**src/rtl/rx_word_assembler_if.sv**
```systemverilog
// rtl/rx_word_assembler_if.sv - UART byte input and RAM write port bundle for the word assembler
interface rx_word_assembler_if #(
    parameter int D_WL    = 24,
    parameter int WIDTH_A = 12
);
    logic [7:0]         rx_data;
    logic               rx_finish;
    logic [WIDTH_A-1:0] w_addr;
    logic [D_WL-1:0]    w_data;
    logic               w_en;

    modport slave (
        input  rx_data,
        input  rx_finish,
        output w_addr,
        output w_data,
        output w_en
    );

    modport master (
        output rx_data,
        output rx_finish,
        input  w_addr,
        input  w_data,
        input  w_en
    );
endinterface

```
**src/rtl/rx_word_assembler.sv**
```systemverilog
// rtl/rx_word_assembler.sv - packs UART bytes MSB-first into D_WL-bit words and writes one frame to RAM
module rx_word_assembler #(
    parameter int D_WL        = 24,
    parameter int INPUT_SIZE  = 20,
    parameter int WIDTH_A     = 12,
    parameter int TIMEOUT_CYC = 20000
) (
    input  logic                    clk,
    input  logic                    rst,
    input  logic                    w_x_en,
    rx_word_assembler_if.slave      bus,
    output logic                    busy,
    output logic                    frame_done,
    output logic                    timeout_err
);
    localparam int BPW = (D_WL + 7) / 8;
    localparam int SRW = 8 * BPW;
    localparam int BCW = (BPW > 1) ? $clog2(BPW) : 1;
    localparam int GCW = $clog2(TIMEOUT_CYC + 1);
    localparam logic [WIDTH_A-1:0] LAST_WORD = WIDTH_A'(INPUT_SIZE - 1);

    typedef enum logic [1:0] {
        S_IDLE = 2'd0,
        S_RECV = 2'd1,
        S_DONE = 2'd2
    } state_t;

    state_t             state_q, state_d;
    logic [BCW-1:0]     byte_cnt_q, byte_cnt_d;
    logic [WIDTH_A-1:0] word_cnt_q, word_cnt_d;
    logic [GCW-1:0]     gap_cnt_q, gap_cnt_d;
    logic [SRW-1:0]     sr_q, sr_d;
    logic               w_en_q, w_en_d;
    logic [D_WL-1:0]    w_data_q, w_data_d;
    logic [WIDTH_A-1:0] w_addr_q, w_addr_d;
    logic               timeout_q, timeout_d;
    logic [SRW-1:0]     new_sr;
    logic               last_wr;

    assign new_sr  = (sr_q << 8) | SRW'(bus.rx_data);
    // The frame ends in the cycle the final word is actually presented to the RAM.
    assign last_wr = w_en_q && (w_addr_q == LAST_WORD);

    always_comb begin
        state_d    = state_q;
        byte_cnt_d = byte_cnt_q;
        word_cnt_d = word_cnt_q;
        gap_cnt_d  = gap_cnt_q;
        sr_d       = sr_q;
        w_en_d     = 1'b0;
        w_data_d   = w_data_q;
        w_addr_d   = w_addr_q;
        timeout_d  = 1'b0;

        case (state_q)
            S_IDLE: begin
                if (w_x_en) begin
                    state_d    = S_RECV;
                    byte_cnt_d = '0;
                    word_cnt_d = '0;
                    gap_cnt_d  = '0;
                end
            end
            S_RECV: begin
                if (!w_x_en) begin
                    state_d = S_IDLE;
                end else if (last_wr) begin
                    state_d = S_DONE;
                end else if (bus.rx_finish) begin
                    sr_d      = new_sr;
                    gap_cnt_d = '0;
                    if (byte_cnt_q == BCW'(BPW - 1)) begin
                        w_en_d     = 1'b1;
                        w_data_d   = new_sr[D_WL-1:0];
                        w_addr_d   = word_cnt_q;
                        byte_cnt_d = '0;
                        if (word_cnt_q != LAST_WORD) begin
                            word_cnt_d = word_cnt_q + WIDTH_A'(1);
                        end
                    end else begin
                        byte_cnt_d = byte_cnt_q + BCW'(1);
                    end
                end else if (byte_cnt_q != '0) begin
                    if (gap_cnt_q == GCW'(TIMEOUT_CYC - 1)) begin
                        timeout_d  = 1'b1;
                        byte_cnt_d = '0;
                        gap_cnt_d  = '0;
                    end else begin
                        gap_cnt_d = gap_cnt_q + GCW'(1);
                    end
                end
            end
            S_DONE: begin
                state_d = S_IDLE;
            end
            default: begin
                state_d = S_IDLE;
            end
        endcase
    end

    always_ff @(posedge clk) begin
        if (rst) begin
            state_q    <= S_IDLE;
            byte_cnt_q <= '0;
            word_cnt_q <= '0;
            gap_cnt_q  <= '0;
            sr_q       <= '0;
            w_en_q     <= 1'b0;
            w_data_q   <= '0;
            w_addr_q   <= '0;
            timeout_q  <= 1'b0;
        end else begin
            state_q    <= state_d;
            byte_cnt_q <= byte_cnt_d;
            word_cnt_q <= word_cnt_d;
            gap_cnt_q  <= gap_cnt_d;
            sr_q       <= sr_d;
            w_en_q     <= w_en_d;
            w_data_q   <= w_data_d;
            w_addr_q   <= w_addr_d;
            timeout_q  <= timeout_d;
        end
    end

    assign bus.w_en     = w_en_q;
    assign bus.w_data   = w_data_q;
    assign bus.w_addr   = w_addr_q;
    assign busy         = (state_q == S_RECV);
    assign frame_done   = (state_q == S_DONE);
    assign timeout_err  = timeout_q;
endmodule
```
**src/flat_wrapper.sv**
```systemverilog
// flat-port wrapper written by rule: the top's interface ports become plain ports
module rx_word_assembler_flat 
#(
    parameter int D_WL        = 24,
    parameter int INPUT_SIZE  = 20,
    parameter int WIDTH_A     = 12,
    parameter int TIMEOUT_CYC = 20000
)
  (clk, rst, w_x_en, busy, frame_done, timeout_err, bus_rx_data, bus_rx_finish, bus_w_addr, bus_w_data, bus_w_en);
  rx_word_assembler_if #(.D_WL(D_WL), .WIDTH_A(WIDTH_A)) bus_i ();
  input  logic clk;
  input  logic rst;
  input  logic w_x_en;
  output logic busy;
  output logic frame_done;
  output logic timeout_err;
  input wire logic [$bits(bus_i.rx_data)-1:0] bus_rx_data;
  input wire logic [$bits(bus_i.rx_finish)-1:0] bus_rx_finish;
  output wire logic [$bits(bus_i.w_addr)-1:0] bus_w_addr;
  output wire logic [$bits(bus_i.w_data)-1:0] bus_w_data;
  output wire logic [$bits(bus_i.w_en)-1:0] bus_w_en;
  assign bus_i.rx_data = bus_rx_data;
  assign bus_i.rx_finish = bus_rx_finish;
  assign bus_w_addr = bus_i.w_addr;
  assign bus_w_data = bus_i.w_data;
  assign bus_w_en = bus_i.w_en;
  rx_word_assembler #(.D_WL(D_WL), .INPUT_SIZE(INPUT_SIZE), .WIDTH_A(WIDTH_A), .TIMEOUT_CYC(TIMEOUT_CYC)) u_core (.clk(clk), .rst(rst), .w_x_en(w_x_en), .bus(bus_i), .busy(busy), .frame_done(frame_done), .timeout_err(timeout_err));
endmodule
```
**config.mk**
```make
export PLATFORM = sky130hd
export DESIGN_NAME = rx_word_assembler_flat
export DESIGN_NICKNAME = d
export VERILOG_FILES = /design/src/rtl/rx_word_assembler_if.sv /design/src/rtl/rx_word_assembler.sv /design/src/flat_wrapper.sv
export SDC_FILE = /design/constraint.sdc
export NUM_CORES = 1
export LEC_CHECK = 0
export CAP_MARGIN = 10
export CELL_PAD_IN_SITES_DETAIL_PLACEMENT = 0
export CELL_PAD_IN_SITES_GLOBAL_PLACEMENT = 1
export CORE_ASPECT_RATIO = 1.75
export CORE_UTILIZATION = 40
export CTS_CLUSTER_SIZE = 40
export DETAILED_ROUTE_END_ITERATION = 8
export PLACE_DENSITY = 0.77
export SYNTH_ARGS = -nofsm -noshare
export SYNTH_HDL_FRONTEND = slang
export SYNTH_SLANG_ARGS = --single-unit
```
**constraint.sdc**
```tcl
create_clock -name clk -period 2.32 [get_ports clk]
set_input_delay 0.464 -clock clk [delete_from_list [all_inputs] [get_ports clk]]
set_output_delay 0.464 -clock clk [all_outputs]
set_load 0.005 [all_outputs]
```
# Word-level counts from Yosys, hierarchy flattened
# Index checks and enable logic that the tools add are counted.
[op_classes]
n_addsub = 3
muxes = 28
eq_ne = 15
n_reduce_logical = 12
bitwise_logic = 6
[op_table]
columns = ["cell", "count"]
rows = [
  ["$mux W15", 6],
  ["$mux W12", 6],
  ["$pmux W15 S2", 1],
  ["$or A24 B8 Y24", 1],
  ["$pmux W12 S2", 1],
  ["$mux W2", 10],
  ["$add A15 B1 Y15 const B", 1],
  ["$eq A15 B15 Y1 const B", 1],
  ["$add A12 B1 Y12 const B", 1],
  ["$eq A12 B5 Y1 const B", 1],
  ["$ne A12 B5 Y1 const B", 1],
  ["$reduce_and A5 Y1", 2],
  ["$pmux W2 S2", 2],
  ["$reduce_and A7 Y1", 1],
  ["$ne A2 B1 Y1 const B", 3],
  ["$ne A2 B2 Y1 const B", 3],
  ["$ne A3 B1 Y1 const B", 2],
  ["$reduce_and A6 Y1", 1],
  ["$reduce_or A6 Y1", 1],
  ["$not A1 Y1", 5],
  ["$reduce_or A5 Y1", 1],
  ["$eq A2 B2 Y1 const B", 2],
  ["$reduce_and A4 Y1", 1],
  ["$reduce_bool A2 Y1", 2],
  ["7 further kinds", 8],
]
[word_totals]
out_inout_bits = 40
elab_cells = 73
reg_bits = 85
inputBits = 12

# Depth between registers and ports, before layout
[depth]
ltp_word = 7
ltp_mapped = 8
depth_no_buf = 6

# Worst setup path before layout
# Ideal clock, no wire load.
[synth_path]
kind = "flip-flop to flip-flop"
start = "reg u_core.w_addr_q[5], in the netlist u_core.bus.w_addr[5]"
end = "reg u_core.sr_q[5]"
slack_ps = 548
arrival_time_ps = 1644
t_required_ps = 2192
period_less_slack_ps = 1772
path_buffers = 1
stages_incl_launch_ff = 7
setup_time_ps = 128
cell_sequence = "dfxtp_1 and4bb_2 and4_2 nor3_4 buf_8 mux2i_1 nor2_1"
[synth_via]
elab_chain_cells = 4
[synth_lines]
columns = ["item", "line_no", "source"]
rows = [
  ["start: declaration", "rx_word_assembler.sv:35", "logic [WIDTH_A-1:0] w_addr_q, w_addr_d;"],
  ["start signal: assignment", "rx_word_assembler.sv:121", "w_addr_q <= w_addr_d;"],
  ["$eq A12 B5 Y1", "rx_word_assembler.sv:42", "assign last_wr = w_en_q && (w_addr_q == LAST_WORD);"],
  ["$logic_and A1 B1 Y1", "rx_word_assembler.sv:42", ""],
  ["$not A1 Y1 (no line)", "-", ""],
  ["$reduce_and A4 Y1 (no line)", "-", ""],
  ["end signal: assignment", "rx_word_assembler.sv:118", "sr_q <= sr_d;"],
  ["end: declaration", "rx_word_assembler.sv:32", "logic [SRW-1:0] sr_q, sr_d;"],
]
# No other way between the ends.
# A chain may end at the register's enable or synchronous reset.

# Worst setup path in the final report
[layout_path]
start = "reg u_core.state_q[0]"
end = "out busy"
[layout_via]
elab_chain_cells = 1
[layout_lines]
columns = ["item", "line_no", "source"]
rows = [
  ["start: declaration", "rx_word_assembler.sv:28", "state_t state_q, state_d;"],
  ["start signal: assignment", "rx_word_assembler.sv:114", "state_q <= state_d;"],
  ["$eq A2 B1 Y1", "rx_word_assembler.sv:129", "assign busy = (state_q == S_RECV);"],
  ["end: declaration", "flat_wrapper.sv:14", "output logic busy;"],
]
# No other way between the ends.

==> results.sh <==
export IMPL_cellLeakagePower_nw=1.51
export IMPL_post_synth_main_area_contributors="sky130_fd_sc_hd__dfxtp_1 (47%), sky130_fd_sc_hd__nand2_1 (9.5%), sky130_fd_sc_hd__a21oi_1 (6.5%), sky130_fd_sc_hd__mux2i_1 (5.0%), sky130_fd_sc_hd__nor2_1 (4.1%)"
export IMPL_yosys_register_bits=85
export IMPL_design_die_area_um2=9460
export IMPL_setup_repair_after_global_routing_missed_its_margin="no"
export IMPL_grt_pass1_vias=3134
export IMPL_run_status="complete, no violations"
export IMPL_max_cap_viol_count=0
export IMPL_syn_area_per_cell_um2=8.44
export IMPL_yosys_top_cells_count="sky130_fd_sc_hd__nand2_1 (92), sky130_fd_sc_hd__dfxtp_1 (85), sky130_fd_sc_hd__a21oi_1 (47)"
export IMPL_wl_met1_mm=3.56
export IMPL_final_net_count=497
export IMPL_maximum_number_of_pins_on_one_net_before_global_route_repair=67
export IMPL_timing_worst_setup_path_type="register to output pin"
export IMPL_irDropWorstVdd_mv=0.395
export IMPL_first_iter_violations=137
export IMPL_wire_length_of_the_first_global_routing_pass_mm=15.2
export IMPL_final_cell_count_no_fill=604
export IMPL_standard_cell_row_count=45
export IMPL_routed_via_density=5.32
export IMPL_setup_total_negative_slack_ns=0
export IMPL_async_flop_share=0
export IMPL_hpwl_mm=6.74
export IMPL_arrival_ns=1.71
export IMPL_area_taken_by_multi_input_logic_gates_um2=1760
export IMPL_clk_sinks=85
export IMPL_die_w_um=73.9
export IMPL_critical_path_endpoint_type="output pin"
export IMPL_antenna_found_initial=0
export IMPL_post_synth_top_count_cell="sky130_fd_sc_hd__nand2_1"
export IMPL_first_pass_iteration_count_of_the_detailed_router=4
export IMPL_start_util=0.415
export IMPL_seq_area_um2=1700
export IMPL_drcViolationCount=0
export IMPL_finalCritPeriodShare=0.937
export IMPL_cts_tree="done"
export IMPL_route_met2_wl_mm=5.07
export IMPL_diodes=0
export IMPL_cts_max_level=3
export IMPL_timing_critical_path_fanout_max=8
export IMPL_synth_cell_area_um2=3620
export IMPL_netlist_cell_type_count=46
export IMPL_worst_hold_path_type="primary input to register"
export IMPL_max_freq_mhz=460
export IMPL_cts_buffers=9
export IMPL_synth_top_cell_area_share=0.470
export IMPL_worstSkewPairLatency_ns=0.34
export IMPL_cp_required_ns=1.86
export IMPL_layout_filler_cells=875
export IMPL_max_transition_margin=0.698
export IMPL_fin_hold_viols=0
export IMPL_routed_wire_length_per_instance_um=15.4
export IMPL_synthDominantAreaCellType="sky130_fd_sc_hd__dfxtp_1"
export IMPL_syn_num_nets=443
export IMPL_setup_violations_final=0
export IMPL_buffer_ports_inserted=51
export IMPL_met3_length_um=358
export IMPL_min_period_ns=2.17
export IMPL_synthFlopType="sky130_fd_sc_hd__dfxtp_1"
export IMPL_cts_buffer_depth=2
export IMPL_flow_area_growth_from_synthesis_pct=26.8
export IMPL_warnings_synthesis=0
export IMPL_number_of_vias_in_the_routed_layout=3213
export IMPL_post_cts_setup_buffer_count=0
export IMPL_fin_skew_ns=0.00378
export IMPL_wirelength_mm=9.33
export IMPL_yosysSeqAreaShare=0.470
export IMPL_worstMarginPinSlew_ns=0.452
export IMPL_dp_cells=589
export IMPL_post_synth_edffs=0
export IMPL_core_region_area_um2=8730
export IMPL_ports=52
export IMPL_final_antenna_net_count=0
export IMPL_post_route_cells_drive_above_1_share=0.0924
export IMPL_top_routing_layer_in_use="met4"
export IMPL_globalplace_congestion=0.888
export IMPL_drv_slew=0
export IMPL_cellPowerDensity_nw_per_um2=636
export IMPL_grt_overflow=0
export IMPL_clkSlewWorstSetupHoldPaths_ns=0.06
export IMPL_die_height_um=128
export IMPL_netlist_instances=429
export IMPL_worstSetupStartpointType="register"
export IMPL_track_usage=0.214
export IMPL_cts_root_buf="sky130_fd_sc_hd__clkbuf_16"
[sequential cells by signal (all words and copies together) (netlist names)]
name / cells
u_core.word_cnt_q: 12
u_core.byte_cnt_q: 2
u_core.timeout_err: 1
u_core.sr_q: 16
u_core.bus.w_data: 24
u_core.bus.w_addr: 12
u_core.bus.w_en: 1
u_core.state_q: 2
u_core.gap_cnt_q: 15
[per-layer routing]
layer	vias up	global-route usage
met5	-	0
met4	0	0.118
met3	19	0.0511
met2	78	0.382
met1	1518	0.220
li1	1598	-
[worst paths after layout]
check | from | endpoint | slack (ns) | cells past startpoint
worst min-delay path | rst | u_core.gap_cnt_q[7]$_SDFFE_PP0P_ | 0.44 | 2
worst max register to register | u_core.gap_cnt_q[0]$_SDFFE_PP0P_ | u_core.byte_cnt_q[1]$_SDFFE_PP0P_ | 0.26 | 6
worst max-delay path | u_core.state_q[0]$_SDFFE_PP0P_ | busy | 0.15 | 3
worst min register to register | u_core.bus.w_data[11]$_SDFFE_PP0P_ | u_core.bus.w_data[11]$_SDFFE_PP0P_ | 0.45 | 2
[cell families (layout without fill, tap and decap cells)]
kind of cell,count (synthesis),in the layout,synth area share
adder cells (fa/ha/maj),2,2,0.00691
XOR/XNOR,9,9,0.0218
AND/OR/NAND/NOR,208,208,0.284
multiplexers,18,18,0.0497
flip-flops,85,85,0.470
buffers and inverters,31,89,0.0439
AO/OA/AOI/OAI,76,76,0.124
[per-stage QoR]
step	worst slack (ns)	hold slack (ns)	util	total power, W	area [µm²]
3_3_place_gp	0.152	0.440	0.495	0.00164	4320
3_5_place_dp	0.0803	0.449	0.495	0.00165	4320
6_report	0.147	0.441	0.526	0.00292	4590
4_1_cts	0.134	0.433	0.526	0.00295	4590
2_1_floorplan	0.548	0.431	-	0.00159	3620
5_1_grt	0.0950	0.446	0.526	0.00302	4590
[cell type report]
cell class              count  area share
flip-flops and latches     85       0.371
clock inverters             4     0.00545
inverters                   7     0.00572
multi-input cells         313       0.384
well taps                 117      0.0319
clock buffers              11      0.0528
repair buffers             67       0.150
[timing repair]
action | in CTS | in global routing
resized for setup | 1 | 0
endpoints found under the setup margin | 1 | 0
hold buffers | 0 | 0
[power by group]
group	internal, W	switching [W]
clock	0.000744	0.000565
combinational	0.0000574	0.0000802
sequential	0.00147	0.00000851
[worst max-delay path: stages, from the launching register on]
cell	delay (ns)
sky130_fd_sc_hd__dfxtp_2	0.44
sky130_fd_sc_hd__nand2b_1	0.10
sky130_fd_sc_hd__inv_1	0.25
sky130_fd_sc_hd__clkdlybuf4s50_1	0.58
[placed cells by master (no fill, tap or decap), types with 4 or more instances in the layout]
cell type	synthesis	routed
sky130_fd_sc_hd__nand4_1	12	12
sky130_fd_sc_hd__dfxtp_1	85	84
sky130_fd_sc_hd__nor2_1	40	40
sky130_fd_sc_hd__and3_1	6	6
sky130_fd_sc_hd__a31oi_1	6	6
sky130_fd_sc_hd__buf_4	0	11
sky130_fd_sc_hd__xor2_1	7	7
sky130_fd_sc_hd__o21ai_0	12	12
sky130_fd_sc_hd__nor3_1	9	9
sky130_fd_sc_hd__clkdlybuf4s50_1	0	50
sky130_fd_sc_hd__clkbuf_16	0	9
sky130_fd_sc_hd__mux2i_1	18	18
sky130_fd_sc_hd__buf_12	0	5
sky130_fd_sc_hd__a21oi_1	47	47
sky130_fd_sc_hd__nand3_1	13	13
sky130_fd_sc_hd__nand2_1	92	92
sky130_fd_sc_hd__inv_1	7	7
sky130_fd_sc_hd__nor4_1	4	4
sky130_fd_sc_hd__a311oi_1	5	5
Note: power is estimated with default switching activity, not from simulation.
